**src/rtl/key_filter_bank.sv**
```systemverilog
// Four independent push-button debouncers: 2-flop synchronizer, press/release filter FSM per key.
// Define KEY_REPEAT_EN to add auto-repeat press pulses while a key is held in DOWN.
module key_filter_bank #(
    parameter int unsigned MCNT_DB   = 999_999,
    parameter int unsigned MCNT_HOLD = 49_999_999,
    parameter int unsigned MCNT_RPT  = 9_999_999
) (
    input  logic       Clk,
    input  logic       Reset_n,
    input  logic [3:0] Key,
    output logic [3:0] Key_flag,
    output logic [3:0] Key_state
);

    typedef enum logic [1:0] {
        IDLE,
        PRESS_FILTER,
        DOWN,
        RELEASE_FILTER
    } state_t;

    localparam logic [31:0] DB_LAST = 32'(MCNT_DB - 1);

    logic [3:0]  sync1;
    logic [3:0]  sync2;
    state_t      state     [4];
    state_t      state_nxt [4];
    logic [31:0] cnt       [4];
    logic [31:0] cnt_nxt   [4];
    logic [3:0]  flag_nxt;
    logic [3:0]  level_nxt;

`ifdef KEY_REPEAT_EN
    localparam logic [31:0] HOLD_LAST = 32'(MCNT_HOLD - 1);
    localparam logic [31:0] RPT_LAST  = 32'(MCNT_RPT - 1);

    // Set once the first hold pulse has fired; selects the shorter repeat interval.
    logic [3:0] rpt;
    logic [3:0] rpt_nxt;
`endif

    always_ff @(posedge Clk) begin
        if (!Reset_n) begin
            sync1 <= '1;
            sync2 <= '1;
        end else begin
            sync1 <= Key;
            sync2 <= sync1;
        end
    end

    always_comb begin
        flag_nxt  = '0;
        level_nxt = Key_state;
`ifdef KEY_REPEAT_EN
        rpt_nxt   = rpt;
`endif
        for (int unsigned i = 0; i < 4; i++) begin
            state_nxt[i] = state[i];
            cnt_nxt[i]   = cnt[i];
            case (state[i])
                IDLE: begin
                    if (!sync2[i]) begin
                        state_nxt[i] = PRESS_FILTER;
                        cnt_nxt[i]   = '0;
                    end
                end
                PRESS_FILTER: begin
                    if (sync2[i]) begin
                        state_nxt[i] = IDLE;
                        cnt_nxt[i]   = '0;
                    end else if (cnt[i] == DB_LAST) begin
                        state_nxt[i] = DOWN;
                        cnt_nxt[i]   = '0;
                        flag_nxt[i]  = 1'b1;
                        level_nxt[i] = 1'b0;
`ifdef KEY_REPEAT_EN
                        rpt_nxt[i]   = 1'b0;
`endif
                    end else begin
                        cnt_nxt[i] = cnt[i] + 32'd1;
                    end
                end
                DOWN: begin
                    if (sync2[i]) begin
                        state_nxt[i] = RELEASE_FILTER;
                        cnt_nxt[i]   = '0;
                    end else begin
`ifdef KEY_REPEAT_EN
                        if (cnt[i] == (rpt[i] ? RPT_LAST : HOLD_LAST)) begin
                            cnt_nxt[i]  = '0;
                            flag_nxt[i] = 1'b1;
                            rpt_nxt[i]  = 1'b1;
                        end else begin
                            cnt_nxt[i] = cnt[i] + 32'd1;
                        end
`endif
                    end
                end
                RELEASE_FILTER: begin
                    if (!sync2[i]) begin
                        // Glitch on release: back to DOWN with the hold timer restarted.
                        state_nxt[i] = DOWN;
                        cnt_nxt[i]   = '0;
`ifdef KEY_REPEAT_EN
                        rpt_nxt[i]   = 1'b0;
`endif
                    end else if (cnt[i] == DB_LAST) begin
                        state_nxt[i] = IDLE;
                        cnt_nxt[i]   = '0;
                        level_nxt[i] = 1'b1;
                    end else begin
                        cnt_nxt[i] = cnt[i] + 32'd1;
                    end
                end
                default: begin
                    state_nxt[i] = IDLE;
                    cnt_nxt[i]   = '0;
                end
            endcase
        end
    end

    always_ff @(posedge Clk) begin
        if (!Reset_n) begin
            for (int unsigned i = 0; i < 4; i++) begin
                state[i] <= IDLE;
                cnt[i]   <= '0;
            end
            Key_flag  <= '0;
            Key_state <= '1;
`ifdef KEY_REPEAT_EN
            rpt       <= '0;
`endif
        end else begin
            for (int unsigned i = 0; i < 4; i++) begin
                state[i] <= state_nxt[i];
                cnt[i]   <= cnt_nxt[i];
            end
            Key_flag  <= flag_nxt;
            Key_state <= level_nxt;
`ifdef KEY_REPEAT_EN
            rpt       <= rpt_nxt;
`endif
        end
    end

endmodule
```
**config.mk**
```make
export PLATFORM = sky130hd
export DESIGN_NAME = key_filter_bank
export DESIGN_NICKNAME = d
export VERILOG_FILES = /design/src/rtl/key_filter_bank.sv
export SDC_FILE = /design/constraint.sdc
export NUM_CORES = 1
export LEC_CHECK = 0
export CORE_UTILIZATION = 53
export CTS_BUF_LIST = sky130_fd_sc_hd__clkbuf_8
export DETAILED_ROUTE_END_ITERATION = 8
export PLACE_DENSITY = 0.71
export SLEW_MARGIN = 25
export SYNTH_ARGS = -nofsm -noshare
export SYNTH_HDL_FRONTEND = slang
export SYNTH_SLANG_ARGS = --single-unit
```
**constraint.sdc**
```tcl
create_clock -name Clk -period 4.7 [get_ports Clk]
set_clock_uncertainty 0.05 [all_clocks]
set_input_delay 0.47 -clock Clk [delete_from_list [all_inputs] [get_ports Clk]]
set_output_delay 0.47 -clock Clk [all_outputs]
set_load 0.02 [all_outputs]
```
## Word-level counts from Yosys, hierarchy flattened

Memory sizes are Yosys's and may differ from the RTL's.
Index checks and enable logic that the tools add are counted.

| word-level totals | value |
|---|---|
| register bits after elaboration | 16 |
| bits in writable memories | 136 |
| output and inout port bits | 8 |
| word-level logic and storage cells | 163 |
| memories | 2 |

Memory list:

| memory | words | bits a word | rd ports | clocked after Yosys merged registers in | write ports | RTL line | source |
|---|---|---|---|---|---|---|---|
| cnt | 4 | 32 | 4 | 0 | 4 | 28 | `logic [31:0] cnt [4];` |
| state | 4 | 2 | 4 | 0 | 4 | 26 | `state_t state [4];` |

| cells by class | value |
|---|---|
| add/sub/neg operators | 4 |
| eq/ne operators | 32 |
| multiplexer cells | 86 |
| bitwise operators | 13 |
| reduce and logical (&&, ||, !) cells | 16 |

Operators by type and width:

| operator | number |
|---|---|
| 2-to-1 mux 32 bit | 24 |
| one-hot mux 32 bit (4 select lines) | 4 |
| adder 32 x 1 -> 32 bit, second input constant | 4 |
| == test 32 x 20 -> 1 bit, second input constant | 4 |
| 2-to-1 mux 2 bit | 28 |
| != test 2 bit, second input constant | 16 |
| one-hot mux 2 bit (4 select lines) | 4 |
| 2-to-1 mux 1 bit | 22 |
| AND reduction 5 bit | 4 |
| == test 2 bit, second input constant | 8 |
| OR reduction 3 bit | 4 |
| == test 2 x 1 -> 1 bit, second input constant | 4 |
| logical NOT 2 bit | 4 |
| OR 1 bit | 8 |
| one-hot mux 1 bit (2 select lines) | 4 |
| nonzero test 2 bit | 4 |
| NOT 1 bit | 5 |

## Longest topological paths before layout

Gate-level depths: netlist of the first run.

| depth | value |
|---|---|
| depth after elaboration | 5 |
| depth in mapped cells | 9 |
| gate-level depth less buffers | 8 |

## Worst setup path after synthesis of the first run

OpenSTA, ideal clock, no wires.

| timing path | value |
|---|---|
| kind | reg-to-reg |
| from | mem cnt[2][2] |
| to | mem cnt[2][27] |
| setup time | 120 ps |
| data arrival time | 2197 ps |
| path slack | 2334 ps |
| cell stages (with the launch flop) | 8 |
| buffers on the path | 1 |
| clock period less this slack | 2366 ps |
| cell sequence | dfxtp_1 -> nand4_2 -> or4_1 -> buf_6 -> nor4_4 -> nand4_1 -> and3_1 -> a211o_1 |

RTL lines:

| item | RTL line |
|---|---|
| from (decl) | 28 |

==> run_results.csv, run 1 <==
group,metric,value,unit
synthesis,synth_top_family_by_area,"simple AND/OR/NAND/NOR gates",
route,wire_per_inst,14.6,um
floorplanning,coreArea,14100,um^2
synthesis,yosysTopAreaCellShare,39.2,%
clock_network,numCtsBuffers,17,
worst_setup_path,path_delay_family,"simple AND/OR/NAND/NOR gates",
power,p_leak,2.88,nW
timing,rsz0062_at_grt,"no",
clock_network,clockBufferDepth,2,
route,drt_iter0_drc,578,
synthesis,synth_seq_cells,152,
global_routing,grt_pass1_vias,6138,
final_layout,layoutNonFillerInstCount,1157,
synthesis,synthSimpleGateAreaFrac,31.8,%
final_layout,antenna_cells,0,
clock_network,clkSlewWorstSetupHoldPaths,80,ps
worst_setup_path,critPathBufInv,0,
route,drc,0,
timing,worstMarginPinSlew,775,ps
worst_setup_path,required,4990,ps
final_layout,layout-drive-gt1-share,5.22,%
clock_network,cts_max_level,4,
worst_setup_path,crit_chain,"nand4_2 > or4_1 > nor4_4 > nand4_1 > and3_1 > a211o_1",
synthesis,synthTopCellsByArea,"dfxtp_1, nor2_1, xor2_1",
floorplanning,start_util,55.1,%
floorplanning,die_y,123,um
timing,setup_violations,0,
synthesis,synthArstFlopShare,0,%
global_routing,grt_pass1_wl,29.0,mm
floorplanning,ios,14,
clock_network,postCtsHoldBufs,0,
final_layout,finish.net_count,990,
worst_setup_path,crit_type,"reg -> reg",
synthesis,synth_fa_ha_area_share,3.22,%
floorplanning,die_w,123,um
synthesis,ys.flop_type,"dfxtp_1",
worst_setup_path,start_kind,"flip-flop",
clock_network,cts_tree,"done",
route,routed_via_density,5.88,
synthesis,syn-num-nets,987,
clock_network,cts_root_buffer,"clkbuf_8",
synthesis,synth_edf_count,0,
worst_setup_path,crit_arrival,3000,ps
floorplanning,rows,43,
clock_network,insertion_delay,450,ps
timing,drv_slew,0,
route,wl,16.8,mm
final_layout,final_cell_area,8430,um^2
timing,min_period,2710,ps
placement,place_inst,1123,
synthesis,synth_compound_area_share,15.7,%
global_routing,antenna_found_initial,0,
worst_setup_path,crit_slowest_cell,"or4_1",
synthesis,avgSynthCellArea,8.08,um^2
clock_network,cts_resized,0,
floorplanning,die_area,15100,um^2
clock_network,post_cts_buffers,0,
worst_setup_path,critPathCaptureType,"flip-flop",
timing,fmax,0.369,GHz
synthesis,synth_area,7770,um^2
synthesis,synth_xor_area_share,6.65,%
final_layout,n_fill_cell,1318,
status,status,"completed",
synthesis,ys_seq_area_share,39.2,%
global_routing,grt_start_max_net_pins,33,
timing,period_share,57.6,%
synthesis,yosysUniqueCellTypes,63,
route,drt_pre_antenna_iters,5,
timing,hold_violations,0,
route,postRouteAntennaNets,0,
clock_network,cts.sinks,152,
placement,portBuffers,13,
synthesis,yosys-mux-area-fraction,0.258,%
synthesis,yosys.area.top_type,"dfxtp_1",
power,ir_worst_vdd,0.000210,V
global_routing,globalRouteTotalUtil,23.8,%
final_layout,area_growth,8.47,%
timing,fin_tns_setup,0,ps
global_routing,grt-ovfl-total,0,
worst_hold_path,min_path_type,"reg -> reg",
flow_run,drv_cap,0,
power,pwr_density_cell,341,nW/um^2
synthesis,netlist_instances,961,
route,dr_total_vias,6802,
worst_setup_path,crit_path_max_fanout,9,
worst_setup_path,cpPeakStageDelay,730,ps
placement,post_dp_cell_area,8020,um^2
placement,dp_hpwl,11.7,mm
timing,slew_headroom,47.9,%
placement,gp_congestion,0.865,
synthesis,yosys_warnings,0,
## cell type report
cell class | count | area (um^2) | area share, %
Timing Repair Buffer | 20 | 183 | 2.17
Clock buffer | 18 | 248 | 2.94
Tap cell | 180 | 225 | 2.67
Clock inverter | 14 | 144 | 1.71
Sequential cell | 152 | 3040 | 36.1
Inverter | 29 | 109 | 1.29
Multi-Input combinational cell | 744 | 4470 | 53.1
## cell families after synthesis
| kind of cell | after synthesis |
|---|---|
| compound gates | 199 |
| xor+xnor | 59 |
| fa+ha+maj | 20 |
| buf+inv | 65 |
| flops | 152 |
| mux | 2 |
| simple gates | 464 |
## final timing paths
check                    startpoint                 endpoint  slack, ps  cells past startpoint
max          cnt[2][3]$_SDFFE_PN0P_  cnt[2][27]$_SDFFE_PN0P_       1990                      6
max reg2reg  cnt[2][3]$_SDFFE_PN0P_  cnt[2][27]$_SDFFE_PN0P_       1990                      6
min             sync1[0]$_SDFF_PN1_      sync2[0]$_SDFF_PN1_        350                      1
min reg2reg     sync1[0]$_SDFF_PN1_      sync2[0]$_SDFF_PN1_        350                      1
## stage by stage
stage,setup slack [ps],utilization (%),hold slack (ps),total power [W]
finish,1990,59.8,352,0.00288
global route,1750,59.8,370,0.00303
CTS,1670,59.7,356,0.00290
detailed placement,1770,56.9,347,0.00191
global placement,1790,56.9,340,0.00190
floorplan,2330,-,336,0.00178
## power breakdown
group | internal [W] | switching (W) | total [W] | leakage (nW)
sequential | 0.00132 | 0.0000373 | 0.00136 | 1.23
clock | 0.000525 | 0.000461 | 0.000986 | 0.220
combinational | 0.000160 | 0.000372 | 0.000531 | 1.43
total | 0.00201 | 0.000870 | 0.00288 | 2.88
## cells in the final DEF (no fill, tap or decap), types with 10 or more instances in the layout
master and n:
clkbuf_8 18, dfxtp_1 152, or3_1 10, o21ai_0 68, clkdlybuf4s50_1 13, nand4_1 53, and2_1 14, a31oi_1 25
nor2_1 103, nand2b_1 18, ha_1 20, xnor2_1 19, xor2_1 40, nand3_1 48, inv_1 35, nand2_1 85
nor4_1 22, and3_1 20, a21oi_1 47, nor3_1 33
## per-layer routing
layer	global-route usage, %	vias to the layer above	part of all wire [%]
li1	-	3512	-
met1	33.3	3165	51
met2	36.7	117	45
met3	4.98	8	3.5
met4	7.53	0	0.74
met5	0	-	0
## flip-flops by register name, indices dropped and copies added, names as in the netlist, named ones only
name,count
Key_state,4
Key_flag,4
sync2,4
state,4
sync1,4
cnt,128
## worst reg2reg max path, cell delays in order, from the launching register on
cell	delay, ps
dfxtp_1	430
nand4_2	180
or4_1	730
nor4_4	570
nand4_1	180
and3_1	210
a211o_1	260
## synth_stat cells, types with 22 or more instances
cell	number
clkbuf_1	32
nand4_1	53
nor2_1	104
a21oi_1	47
nor3_1	33
nor4_1	22
o21ai_0	68
nand3_1	48
a31oi_1	25
dfxtp_1	152
xor2_1	40
inv_1	29
nand2_1	85
Note: power is estimated with default switching activity, not from simulation.
==> run 2: changes to the inputs <==
PLACE_DENSITY = 0.74   (was 0.71)
clock period = 2.2 ns   (was 4.7 ns; I/O delays follow)
==> run_results.csv, run 2 (synthesized netlist as in run 1, its figures left out) <==
group,metric,value,unit
power,power,0.00681,W
final_layout,finish.net_count,1090,
clock_network,cts_max_level,4,
floorplanning,die_w,123,um
route,drt_iter0_drc,485,
global_routing,grt_pass1_vias,6756,
power,p_leak,3.44,nW
route,drt_pre_antenna_iters,7,
floorplanning,rows,43,
placement,post_dp_cell_area,8830,um^2
timing,hold_violations,0,
status,status,"completed",
floorplanning,die_area,15100,um^2
floorplanning,start_util,55.1,%
final_layout,antenna_cells,0,
timing,drv_slew,0,
floorplanning,die_y,123,um
route,wire_per_inst,14.6,um
clock_network,clkSlewWorstSetupHoldPaths,90,ps
timing,rsz0062_at_grt,"no",
clock_network,numCtsBuffers,17,
timing,fmax,0.466,GHz
global_routing,grt-ovfl-total,0,
floorplanning,ios,14,
power,pwr_density_cell,724,nW/um^2
final_layout,final_common_cell,"dfxtp_1",
worst_setup_path,crit_arrival,2480,ps
clock_network,postCtsHoldBufs,0,
placement,gp_congestion,0.859,
clock_network,cts.sinks,152,
timing,setup_violations,0,
global_routing,grt_pass1_wl,31.2,mm
route,wl,18.3,mm
timing,hold-worst-slack,267,ps
flow_run,drv_cap,0,
worst_setup_path,crit_type,"reg -> reg",
final_layout,layout-drive-gt1-share,16.7,%
route,routed_via_density,5.91,
final_layout,area_growth,21.1,%
final_layout,final_cell_mix,"dfxtp_1, buf_4, nor2_1",
final_layout,final_cell_area,9410,um^2
global_routing,grt_start_max_net_pins,31,
placement,dp_hpwl,12.9,mm
worst_hold_path,min_path_type,"in -> reg",
final_layout,n_fill_cell,1167,
clock_network,insertion_delay,450,ps
timing,min_period,2150,ps
final_layout,final_util,66.7,%
clock_network,cts_tree,"done",
power,ir_worst_vdd,0.000490,V
route,postRouteAntennaNets,0,
final_layout,regMostFlops,"cnt",
final_layout,largest_reg_flops,128,
timing,worstMarginPinSlew,497,ps
floorplanning,coreArea,14100,um^2
worst_setup_path,critPathCaptureType,"flip-flop",
timing,period_share,97.6,%
worst_setup_path,required,2530,ps
clock_network,clockBufferDepth,2,
worst_setup_path,start_kind,"flip-flop",
route,dr_total_vias,7419,
clock_network,cts_root_buffer,"clkbuf_8",
timing,slew_headroom,66.7,%
global_routing,antenna_found_initial,0,
route,drc,0,
worst_setup_path,crit_path_max_fanout,4,
global_routing,globalRouteTotalUtil,25.6,%
placement,portBuffers,13,
==> run 2: cell type report <==
type / count / area, um^2 / area share (%)
Clock buffer: 19 / 262 / 2.78
Tap cell: 180 / 225 / 2.39
Sequential cell: 152 / 3050 / 32.4
Clock inverter: 12 / 196 / 2.09
Timing Repair Buffer: 120 / 991 / 10.5
Multi-Input combinational cell: 744 / 4580 / 48.6
Inverter: 29 / 109 / 1.16
==> run 2: critical path: stages, from the launching register on <==
cell and delay [ps]:
dfxtp_1 340, inv_1 60, ha_1 290, and3b_1 200, nor2_2 110, nand2_2 90
buf_4 150, or4b_2 630, a21oi_1 150
==> run 2: per-stage QoR <==
step	instances	worst slack (ps)	setup TNS, ps
floorplan	961	-28.5	-28.5
global placement	1223	-29.8	-29.8
detailed placement	1223	-75.7	-80.1
CTS	1254	7.91	0
global route	1256	5.31	0
finish	1256	52.3	0
==> run 2: routing by layer <==
metal	share of wire (%)	global-route usage (%)	up-vias
li1	-	-	3728
met5	0	0	-
met1	47	34.1	3479
met3	4.6	5.49	24
met4	1.1	7.68	0
met2	47	41.6	188
==> run 2: repair_timing <==
item / in CTS / in global routing
pin swaps: 0 / 5
gates resized for setup: 4 / 27
buffers inserted: 0 / 2
endpoints found under the setup margin: 4 / 91
==> run 2: worst paths after layout <==
kind / start / end / slack [ps] / depth (start not counted)
max: state[1][0]$_SDFFE_PN0P_ / cnt[1][7]$_SDFFE_PN0P_ / 50 / 8
min: Key[2] / sync1[2]$_SDFF_PN1_ / 270 / 2
max reg2reg: state[1][0]$_SDFFE_PN0P_ / cnt[1][7]$_SDFFE_PN0P_ / 50 / 8
min reg2reg: sync1[0]$_SDFF_PN1_ / sync2[0]$_SDFF_PN1_ / 350 / 1
==> run 2: power by group <==
group	switching, W	total [W]	internal (W)
combinational	0.000885	0.00147	0.000582
sequential	0.0000568	0.00288	0.00282
clock	0.00106	0.00246	0.00140
